## src/rtl/uart_rx_if.sv

```systemverilog
// Receive-side bundle of uart_rx_fifo: serial input, FIFO head stream and status.
// master = receiver (drives the stream), slave = consumer.
interface uart_rx_if #(
  parameter int DATA_BITS  = 8,
  parameter int FIFO_DEPTH = 4
);
  localparam int CNT_W = $clog2(FIFO_DEPTH + 1);

  logic                 rx;
  logic [DATA_BITS-1:0] m_data;
  logic                 m_parity_err;
  logic                 m_frame_err;
  logic                 m_valid;
  logic                 m_ready;
  logic [CNT_W-1:0]     fifo_count;
  logic                 overrun;
  logic                 clr_overrun;
  logic                 busy;

  modport master (
    input  rx, m_ready, clr_overrun,
    output m_data, m_parity_err, m_frame_err, m_valid, fifo_count, overrun, busy
  );

  modport slave (
    output rx, m_ready, clr_overrun,
    input  m_data, m_parity_err, m_frame_err, m_valid, fifo_count, overrun, busy
  );
endinterface

```

## src/rtl/uart_rx_fifo.sv

```systemverilog
// Parametrised UART receiver with majority-vote sampling, parity/framing/break
// handling and a first-word-fall-through receive FIFO.
module uart_rx_fifo #(
  parameter int CLK_FREQ   = 50000000,
  parameter int BAUD       = 9600,
  parameter int DATA_BITS  = 8,
  parameter int PARITY     = 0,
  parameter int STOP_BITS  = 1,
  parameter int FIFO_DEPTH = 4
) (
  input  logic     clk,
  input  logic     rst,
  uart_rx_if.master bus
);

  localparam int CPB = CLK_FREQ / BAUD;
  localparam int H   = CPB / 2;
  localparam int CW  = $clog2(CPB);
  localparam int EW  = DATA_BITS + 2;
  localparam int PW  = $clog2(FIFO_DEPTH);
  localparam int NW  = $clog2(FIFO_DEPTH + 1);

  localparam logic [CW-1:0] SAMP0     = CW'(H - 1);
  localparam logic [CW-1:0] SAMP1     = CW'(H);
  localparam logic [CW-1:0] DECIDE    = CW'(H + 1);
  localparam logic [CW-1:0] LAST_CNT  = CW'(CPB - 1);
  localparam logic [3:0]    LAST_DATA = 4'(DATA_BITS - 1);
  localparam logic [3:0]    LAST_STOP = 4'(STOP_BITS - 1);

  typedef enum logic [2:0] {
    S_IDLE, S_START, S_DATA, S_PARITY, S_STOP, S_BREAK
  } state_t;

  logic [1:0]           sync_q, sync_d;
  state_t               state_q, state_d;
  logic [CW-1:0]        cnt_q, cnt_d;
  logic [3:0]           bit_q, bit_d;
  logic [1:0]           samp_q, samp_d;
  logic [DATA_BITS-1:0] shift_q, shift_d;
  logic                 ones_q, ones_d;
  logic                 perr_q, perr_d;
  logic                 ferr_q, ferr_d;

  logic [FIFO_DEPTH-1:0][EW-1:0] mem_q, mem_d;
  logic [PW-1:0]        wr_q, wr_d, rd_q, rd_d;
  logic [NW-1:0]        count_q, count_d;
  logic                 ovr_q, ovr_d;

  logic          rx_s, maj, decide, end_of_bit, push;
  logic [EW-1:0] entry;
  logic          full, valid, pop, wr_en;

  assign rx_s       = sync_q[1];
  assign maj        = (samp_q[0] & samp_q[1]) | (samp_q[0] & rx_s) | (samp_q[1] & rx_s);
  assign decide     = (cnt_q == DECIDE);
  assign end_of_bit = (cnt_q == LAST_CNT);

  always_comb begin
    // NOTE: every variable gets a default before the case so no path leaves it unassigned (no latches).
    sync_d  = {sync_q[0], bus.rx};
    state_d = state_q;
    cnt_d   = end_of_bit ? '0 : cnt_q + CW'(1);
    bit_d   = bit_q;
    samp_d  = samp_q;
    shift_d = shift_q;
    ones_d  = ones_q;
    perr_d  = perr_q;
    ferr_d  = ferr_q;
    push    = 1'b0;

    if (cnt_q == SAMP0) samp_d[0] = rx_s;
    if (cnt_q == SAMP1) samp_d[1] = rx_s;

    unique case (state_q)
      S_IDLE: begin
        cnt_d  = '0;
        bit_d  = '0;
        ones_d = 1'b0;
        perr_d = 1'b0;
        ferr_d = 1'b0;
        if (!rx_s) state_d = S_START;
      end
      S_START: begin
        if (decide && maj)   state_d = S_IDLE;
        else if (end_of_bit) state_d = S_DATA;
      end
      S_DATA: begin
        if (decide) begin
          shift_d = {maj, shift_q[DATA_BITS-1:1]};
          ones_d  = ones_q ^ maj;
        end
        if (end_of_bit) begin
          if (bit_q == LAST_DATA) begin
            bit_d   = '0;
            state_d = (PARITY != 0) ? S_PARITY : S_STOP;
          end else begin
            bit_d = bit_q + 4'd1;
          end
        end
      end
      S_PARITY: begin
        // ones_q ^ maj is 1 when data plus parity bit hold an odd number of ones.
        if (decide) perr_d = (PARITY == 1) ? ~(ones_q ^ maj) : (ones_q ^ maj);
        if (end_of_bit) state_d = S_STOP;
      end
      S_STOP: begin
        if (decide) begin
          if (!maj) ferr_d = 1'b1;
          if (bit_q == LAST_STOP) begin
            push    = 1'b1;
            state_d = (ferr_q || !maj) ? S_BREAK : S_IDLE;
          end
        end else if (end_of_bit) begin
          bit_d = bit_q + 4'd1;
        end
      end
      S_BREAK: begin
        cnt_d = '0;
        if (rx_s) state_d = S_IDLE;
      end
      default: state_d = S_IDLE;
    endcase
  end

  assign entry = {ferr_d, perr_q, shift_q};

  always_comb begin
    full    = (count_q == NW'(FIFO_DEPTH));
    valid   = (count_q != '0);
    pop     = valid && bus.m_ready;
    wr_en   = push && (!full || pop);
    mem_d   = mem_q;
    if (wr_en) mem_d[wr_q] = entry;
    wr_d    = wr_q + PW'(wr_en);
    rd_d    = rd_q + PW'(pop);
    count_d = count_q + NW'(wr_en) - NW'(pop);
    if (push && !wr_en)        ovr_d = 1'b1;
    else if (bus.clr_overrun)  ovr_d = 1'b0;
    else                       ovr_d = ovr_q;
  end

  always_ff @(posedge clk or posedge rst) begin
    if (rst) begin
      sync_q  <= 2'b11;
      state_q <= S_IDLE;
      cnt_q   <= '0;
      bit_q   <= '0;
      samp_q  <= '0;
      shift_q <= '0;
      ones_q  <= 1'b0;
      perr_q  <= 1'b0;
      ferr_q  <= 1'b0;
      // NOTE: the storage is reset too so the fall-through head reads 0 after reset, not X.
      mem_q   <= '0;
      wr_q    <= '0;
      rd_q    <= '0;
      count_q <= '0;
      ovr_q   <= 1'b0;
    end else begin
      sync_q  <= sync_d;
      state_q <= state_d;
      cnt_q   <= cnt_d;
      bit_q   <= bit_d;
      samp_q  <= samp_d;
      shift_q <= shift_d;
      ones_q  <= ones_d;
      perr_q  <= perr_d;
      ferr_q  <= ferr_d;
      mem_q   <= mem_d;
      wr_q    <= wr_d;
      rd_q    <= rd_d;
      count_q <= count_d;
      ovr_q   <= ovr_d;
    end
  end

  assign bus.m_data       = mem_q[rd_q][DATA_BITS-1:0];
  assign bus.m_parity_err = mem_q[rd_q][DATA_BITS];
  assign bus.m_frame_err  = mem_q[rd_q][DATA_BITS+1];
  assign bus.m_valid      = valid;
  assign bus.fifo_count   = count_q;
  assign bus.overrun      = ovr_q;
  assign bus.busy         = (state_q != S_IDLE);

endmodule

```

## src/flat_wrapper.sv

```systemverilog
// flat-port wrapper written by rule: the top's interface ports become plain ports
module uart_rx_fifo_flat 
#(
  parameter int CLK_FREQ   = 50000000,
  parameter int BAUD       = 9600,
  parameter int DATA_BITS  = 8,
  parameter int PARITY     = 0,
  parameter int STOP_BITS  = 1,
  parameter int FIFO_DEPTH = 4
)
  (clk, rst, bus_rx, bus_m_ready, bus_clr_overrun, bus_m_data, bus_m_parity_err, bus_m_frame_err, bus_m_valid, bus_fifo_count, bus_overrun, bus_busy);
  uart_rx_if #(.DATA_BITS(DATA_BITS), .FIFO_DEPTH(FIFO_DEPTH)) bus_i ();
  input  logic clk;
  input  logic rst;
  input wire logic [$bits(bus_i.rx)-1:0] bus_rx;
  input wire logic [$bits(bus_i.m_ready)-1:0] bus_m_ready;
  input wire logic [$bits(bus_i.clr_overrun)-1:0] bus_clr_overrun;
  output wire logic [$bits(bus_i.m_data)-1:0] bus_m_data;
  output wire logic [$bits(bus_i.m_parity_err)-1:0] bus_m_parity_err;
  output wire logic [$bits(bus_i.m_frame_err)-1:0] bus_m_frame_err;
  output wire logic [$bits(bus_i.m_valid)-1:0] bus_m_valid;
  output wire logic [$bits(bus_i.fifo_count)-1:0] bus_fifo_count;
  output wire logic [$bits(bus_i.overrun)-1:0] bus_overrun;
  output wire logic [$bits(bus_i.busy)-1:0] bus_busy;
  assign bus_i.rx = bus_rx;
  assign bus_i.m_ready = bus_m_ready;
  assign bus_i.clr_overrun = bus_clr_overrun;
  assign bus_m_data = bus_i.m_data;
  assign bus_m_parity_err = bus_i.m_parity_err;
  assign bus_m_frame_err = bus_i.m_frame_err;
  assign bus_m_valid = bus_i.m_valid;
  assign bus_fifo_count = bus_i.fifo_count;
  assign bus_overrun = bus_i.overrun;
  assign bus_busy = bus_i.busy;
  uart_rx_fifo #(.CLK_FREQ(CLK_FREQ), .BAUD(BAUD), .DATA_BITS(DATA_BITS), .PARITY(PARITY), .STOP_BITS(STOP_BITS), .FIFO_DEPTH(FIFO_DEPTH)) u_core (.clk(clk), .rst(rst), .bus(bus_i));
endmodule
```

## config.mk

```make
export PLATFORM = sky130hd
export DESIGN_NAME = uart_rx_fifo_flat
export DESIGN_NICKNAME = d
export VERILOG_FILES = /design/src/rtl/uart_rx_if.sv /design/src/rtl/uart_rx_fifo.sv /design/src/flat_wrapper.sv
export SDC_FILE = /design/constraint.sdc
export NUM_CORES = 1
export LEC_CHECK = 0
export CORE_AREA = 2 2 98 100
export CTS_BUF_LIST = sky130_fd_sc_hd__clkbuf_16
export CTS_CLUSTER_DIAMETER = 60
export DETAILED_ROUTE_END_ITERATION = 10
export DIE_AREA = 0 0 100 102
export GPL_TIMING_DRIVEN = 0
export PLACE_DENSITY_LB_ADDON = 0.12
export SLEW_MARGIN = 20
export SYNTH_ARGS = -nofsm -noshare
export SYNTH_HDL_FRONTEND = slang
export SYNTH_SLANG_ARGS = --single-unit
```

## constraint.sdc

```tcl
create_clock -name clk -period 7.5 [get_ports clk]
set_input_delay 1.125 -clock clk [delete_from_list [all_inputs] [get_ports clk]]
set_output_delay 1.125 -clock clk [all_outputs]
set_load 0.01 [all_outputs]
```

==> metrics.txt, run 1 <==
post-route ant nets 0; WS Path Type flop to primary output; Nets 360; max-slew violations 0; synth warn 0; I/O Buffers 20; CTS H-Tree Depth 3; clock sink total 83; Hold Crit Class flop to flop; # DRC 0; Syn-to-layout area delta 15.7%; crit share post-route 0.483; Via Count 2503; Total Routing Usage GR 0.169; Peak Freq 276 MHz; Via-to-Cell Ratio 5.43; number of synthesized flops with an enable pin 0; clock-pin slew on the worst setup and hold paths 60 ps; Synth cell types 52; crit-path cells buf_1 > mux4_2 > clkdlybuf4s50_1; setup total negative slack 0 ps; post-route non-filler standard cell count 461; status complete, no violations; reg2reg setup slack 4820 ps; initial antenna violation count 0; post-DR wirelength/cell 16.6 microns; hold path start u_core.sync_q[0]; Async SR Flop Fraction 1.00; startpoint types flop; Crit path largest cell delay 670 ps; top_reg_cell synth dfrtp_1; DR pass1 iterations 4; Die Ht 102 microns; crit path buf inv count 2; flops & latches, synth 83; VDD IR-drop max 0.157 mV; Worst EP arrival 2500 ps; detailed router's first-iteration violation count 75; row count 35; CP required 6380 ps; pin count of the biggest net entering global routing 57; Worst slew margin 0.427; GPL Wtd Cong 0.759; most common cell after layout, fill and taps aside dfrtp_1; leakage power total 2.09 nW; final hold viol count 0; Setup violations, final 0; Die ar. 10200 sq um; Netlist Area Pre-Place 4060 sq um; clk buf depth 2; Worst Skew 9.67 ps; Starting Density 0.445; Core Area 9110 sq um; Syn Area/Cell 13.0 sq um; Die Wd 100 microns; Congestion Overflow GR 0; Antenna Cells 0; total chip power 1.01 mW; CP max FO 10; Root Buffer clkbuf_16; Hold EP u_core.sync_q[1]; CTS Hold Bufs 0; first-pass GRT wire length 13.3 mm; Syn Inst Count 313; RSZ-0062 raised after global routing false; vias in the first global route 2563; Synth Net Count 328; kind of cell adding the most delay to the critical path buffers and inverters; TritonCTS Buffers 9; worst r2r path cells 9; worst slew pin tran 860 ps; power density over cell area 215 nW/um^2; # resized after CTS 0; reg2reg start u_core.cnt_q[7]; io pins 21; worst-skew pair later-pin latency 330 ps; minimum clock period 3620 ps; number of max-cap violations 0; WHS 355 ps; post-CTS setup buffers 0; total wire length 7.63 mm; dpl hpwl 5.08 mm; CTS tree done; commonest cells after routing, fill and taps aside dfrtp_1, mux2_2, nor2_1, clkdlybuf4s50_1, nand2_1; CP max stage cell buf_1; layout cells sized above 1 0.283; number of fillers in the final layout 816; Seq/Total Area, Yosys 0.513; worst hold stages 0; placed insts 445; critical path endpoint category primary output; fin util 0.515; Crit Reg-Reg Endpoint u_core.bus.fifo_count[2]; beginning of the critical path u_core.rd_q[1]
==> Yosys cell counts, types with 3 or more instances <==
library cell   n  area share
dfrtp_1       81        0.50
mux2_2        41        0.11
nor2_1        20       0.019
inv_1         16       0.015
nand2_1       16       0.015
o21ai_0       14       0.017
mux2_4        10       0.037
mux4_2        10       0.056
xor2_1        10       0.022
ha_1           9       0.028
nand3_1        6      0.0074
a21oi_1        5      0.0062
clkbuf_1       5      0.0046
nand4_1        5      0.0077
nor3b_1        5      0.0093
xnor2_1        5       0.011
nor4_1         4      0.0062
or3_1          4      0.0062
buf_2          3      0.0037
==> where the power goes <==
| part | total, mW | internal [mW] | switching, mW |
|---|---|---|---|
| registers | 0.479 | 0.464 | 0.0154 |
| clock network | 0.401 | 0.222 | 0.178 |
| logic | 0.130 | 0.0648 | 0.0651 |
==> how the worst max path moves through the flow <==
stage                        to  cells after the start
2_1_floorplan   u_core.bit_q[0]                      1
3_3_place_gp   u_core.mem_q[12]                      2
3_5_place_dp      bus_m_data[4]                      3
4_1_cts           bus_m_data[4]                      3
5_1_grt           bus_m_data[4]                      3
6_report          bus_m_data[4]                      3
==> kinds of logic (layout without fill, tap and decap cells) <==
kind of cell / Yosys count / in the layout / share of synthesized area
adders and majority gates: 11 / 11 / 0.0352
DFF: 83 / 83 / 0.513
AOI/OAI and AO/OA: 30 / 30 / 0.0466
and+or+nand+nor: 85 / 85 / 0.135
buffers and inverters: 26 / 63 / 0.0259
muxes: 63 / 63 / 0.212
xor gates and xnor gates: 15 / 15 / 0.0324
==> routing by layer <==
layer	up-vias	GRT usage	routed length, microns
met1	1265	0.245	3840
met4	0	0.0569	83
met3	8	0.0390	239
met5	-	0	0
li1	1191	-	-
met2	39	0.253	3470
==> sequential cells by signal (all words and copies together) (netlist names) <==
register	cells
u_core.sync_q	2
u_core.state_q	3
u_core.bus.overrun	1
u_core.perr_q	1
u_core.bit_q	4
u_core.ones_q	1
u_core.bus.fifo_count	3
u_core.wr_q	2
u_core.samp_q	2
u_core.cnt_q	13
u_core.mem_q	40
u_core.ferr_q	1
u_core.shift_q	8
u_core.rd_q	2
==> area by class of cell <==
class / instances / area (sq um) / area share
Multi-Input combinational cell: 204 / 1870 / 0.399
Timing Repair Buffer: 21 / 228 / 0.0485
Tap cell: 111 / 139 / 0.0296
Clock buffer: 9 / 225 / 0.0480
Sequential cell: 83 / 2080 / 0.443
Clock inverter: 7 / 43.8 / 0.00933
Buffer: 10 / 45.0 / 0.00960
Inverter: 16 / 62.6 / 0.0133
==> worst reg2reg max path, stage by stage (launching register included) <==
cell and delay (ps):
dfrtp_1 450, nor4b_4 420, nand4_4 220, or3_4 470
inv_1 130, ha_1 160, inv_1 50, fa_1 370
xnor2_1 190, xnor2_1 130
==> through the flow <==
| stage | worst slack, ps | cell area [sq um] |
|---|---|---|
| floorplan | 4240 | 4060 |
| global placement | 2760 | 4390 |
| detailed placement | 4150 | 4420 |
| CTS | 3790 | 4690 |
| global route | 3700 | 4690 |
| finish | 3880 | 4690 |
Power figures use the tool's default switching activity.
==> inputs of run 2 (changes only) <==
==> constraint.sdc (replaced) <==
create_clock -name clk -period 3.7 [get_ports clk]
set_input_delay 0.555 -clock clk [delete_from_list [all_inputs] [get_ports clk]]
set_output_delay 0.555 -clock clk [all_outputs]
set_load 0.01 [all_outputs]
==> results of run 2 <==
Same layout as run 1 (identical final DEF). Status: complete, no violations.
Among the figures that moved: setup slack after placement 4150 ps -> 920 ps; setup slack after layout 3880 ps -> 649 ps; register-to-register setup slack 4820 ps -> 1020 ps; total power 1.01 mW -> 2.05 mW; worst IR drop on VDD 0.157 mV -> 0.319 mV
==> inputs of run 3 (changes only) <==
==> constraint.sdc (replaced) <==
create_clock -name clk -period 2.7 [get_ports clk]
set_input_delay 0.405 -clock clk [delete_from_list [all_inputs] [get_ports clk]]
set_output_delay 0.405 -clock clk [all_outputs]
set_load 0.01 [all_outputs]
==> run 3 against run 2 <==
Clock-buffer cell count unchanged. Worst setup slack got worse by 490 ps. Combinational power increased by 43%. Via count decreased by 0.44%. Sequential share of layout area decreased by 0.47 points. Critical endpoint unchanged.
==> metrics.txt, run 3 (same netlist as run 1, synthesis figures left out) <==
post-route ant nets 0 (unchanged); most common cell after layout, fill and taps aside dfrtp_1 (unchanged); final hold viol count 0 (unchanged); status complete, no violations (unchanged); max-slew violations 0 (unchanged); VDD IR-drop max 0.462 mV (was 0.319 mV); GPL Wtd Cong 0.759 (unchanged); Worst Skew 9.81 ps (was 9.67 ps); Via Count 2492 (was 2503); reg2reg start u_core.cnt_q[1] (was u_core.cnt_q[7]); startpoint types flop (unchanged); most flop-heavy register u_core.mem_q (unchanged); worst slew pin tran 774 ps (was 860 ps); Nets 364 (was 360); io pins 21 (unchanged); number of max-cap violations 0 (unchanged); dpl hpwl 5.08 mm (unchanged); placed cell areas 4420 sq um (unchanged); Die Ht 102 microns (unchanged); CTS tree done (unchanged); DR pass1 iterations 4 (unchanged); setup total negative slack 0 ps (unchanged); reg2reg setup slack 180 ps (was 1020 ps); Total Routing Usage GR 0.169 (unchanged); worst-skew pair later-pin latency 330 ps (about the same); number of fillers in the final layout 814 (was 816); clk buf depth 2 (unchanged); post-DR wirelength/cell 16.4 microns (was 16.6 microns); worst r2r path cells 7 (was 9); leakage power total 2.12 nW (was 2.09 nW); CP required 2300 ps (was 3140 ps); TritonCTS Buffers 9 (unchanged); clock-pin slew on the worst setup and hold paths 60 ps (about the same); Final Instance Area 4740 sq um (was 4690 sq um); Starting Density 0.445 (unchanged); CTS H-Tree Depth 3 (unchanged); Worst EP arrival 2140 ps (was 2500 ps); Congestion Overflow GR 0 (unchanged); clock sink total 83 (unchanged); CP max FO 10 (unchanged); Syn-to-layout area delta 17.0% (was 15.7%); Root Buffer clkbuf_16 (unchanged); initial antenna violation count 0 (unchanged); commonest cells after routing, fill and taps aside dfrtp_1, mux2_2, nor2_1, clkdlybuf4s50_1, nand2_1 (unchanged); total wire length 7.64 mm (was 7.63 mm); Peak Freq 393 MHz; beginning of the critical path u_core.rd_q[1] (unchanged); row count 35 (unchanged); Die Wd 100 microns (unchanged); Antenna Cells 0 (unchanged); Worst slew margin 0.482 (was 0.427); critical path endpoint category primary output (unchanged); crit share post-route 0.941; vias in the first global route 2565 (was 2563); minimum clock period 2540 ps; I/O Buffers 20 (unchanged); RSZ-0062 raised after global routing false (unchanged); pin count of the biggest net entering global routing 57 (unchanged); WHS 355 ps (about the same); layout cells sized above 1 0.308 (was 0.283); CTS Hold Bufs 0 (unchanged); first-pass GRT wire length 13.3 mm (unchanged); Setup violations, final 0 (unchanged); Crit Reg-Reg Endpoint u_core.mem_q[4] (was u_core.bus.fifo_count[2]); Hold Crit Class flop to flop (unchanged); Via-to-Cell Ratio 5.36 (was 5.43); worst hold stages 0 (unchanged); total chip power 2.82 mW (was 2.05 mW); power density over cell area 595 nW/um^2 (was 436 nW/um^2); max FFs per register 40 (unchanged); detailed router's first-iteration violation count 65 (was 75); top flop regs u_core.mem_q: 40 flops, u_core.cnt_q: 13 flops, u_core.shift_q: 8 flops (unchanged); worst setup path end bus_m_data[4] (unchanged); Die ar. 10200 sq um (unchanged); # DRC 0 (unchanged); WS Path Type flop to primary output (unchanged); Core Area 9110 sq um (unchanged)
## run 3: cell types whose count changed in the layout (fill, tap and decap cells not counted), sizes merged
cell  before  now
buf        6   10
## run 3: worst max-delay path, stage by stage (launching register included)
cell and delay [ps]:
dfrtp_1 380, buf_2 350, mux4_2 570, clkdlybuf4s50_1 500
## run 3: final cells by class
type / instances / area [sq um] / area share
flip-flops and latches: 83 / 2080 / 0.438
multi-input cells: 204 / 1890 / 0.398
repair buffers: 25 / 258 / 0.0543
clock buffers: 9 / 225 / 0.0475
well taps: 111 / 139 / 0.0293
inverters: 16 / 62.6 / 0.0132
plain buffers: 10 / 47.5 / 0.0100
clock inverters: 7 / 43.8 / 0.00923
## run 3: power by group
group | internal (mW) | switching (mW)
sequential | 1.29 | 0.0451
combinational | 0.194 | 0.184
clock | 0.618 | 0.495
total | 2.10 | 0.724
## run 3: what timing repair did
action,4_1_cts,5_1_grt
setup endpoints to repair,10,26
resized for setup,5,4
setup buffers,2,2
pin swaps,3,1
## run 3: how the worst min path moves through the flow
stage,from,to
2_1_floorplan,u_core.sync_q[0],u_core.sync_q[1]
3_3_place_gp,u_core.sync_q[0],u_core.sync_q[1]
3_5_place_dp,u_core.sync_q[0],u_core.sync_q[1]
4_1_cts,u_core.sync_q[0],u_core.sync_q[1]
5_1_grt,u_core.sync_q[0],u_core.sync_q[1]
6_report,u_core.sync_q[0],u_core.sync_q[1]
## run 3: per-stage QoR
stage	setup slack (ps)	instances	utilization
finish	158	465	0.521
CTS	1.95	463	0.517
detailed placement	1.49	445	0.486
floorplan	162	313	-
global placement	-1320	444	0.482
global route	14.0	465	0.521
## run 3: layer usage
layer / routed length, microns / GRT usage
met1: 3920 / 0.245
met2: 3450 / 0.253
met3: 178 / 0.0390
met4: 87 / 0.0569
met5: 0 / 0
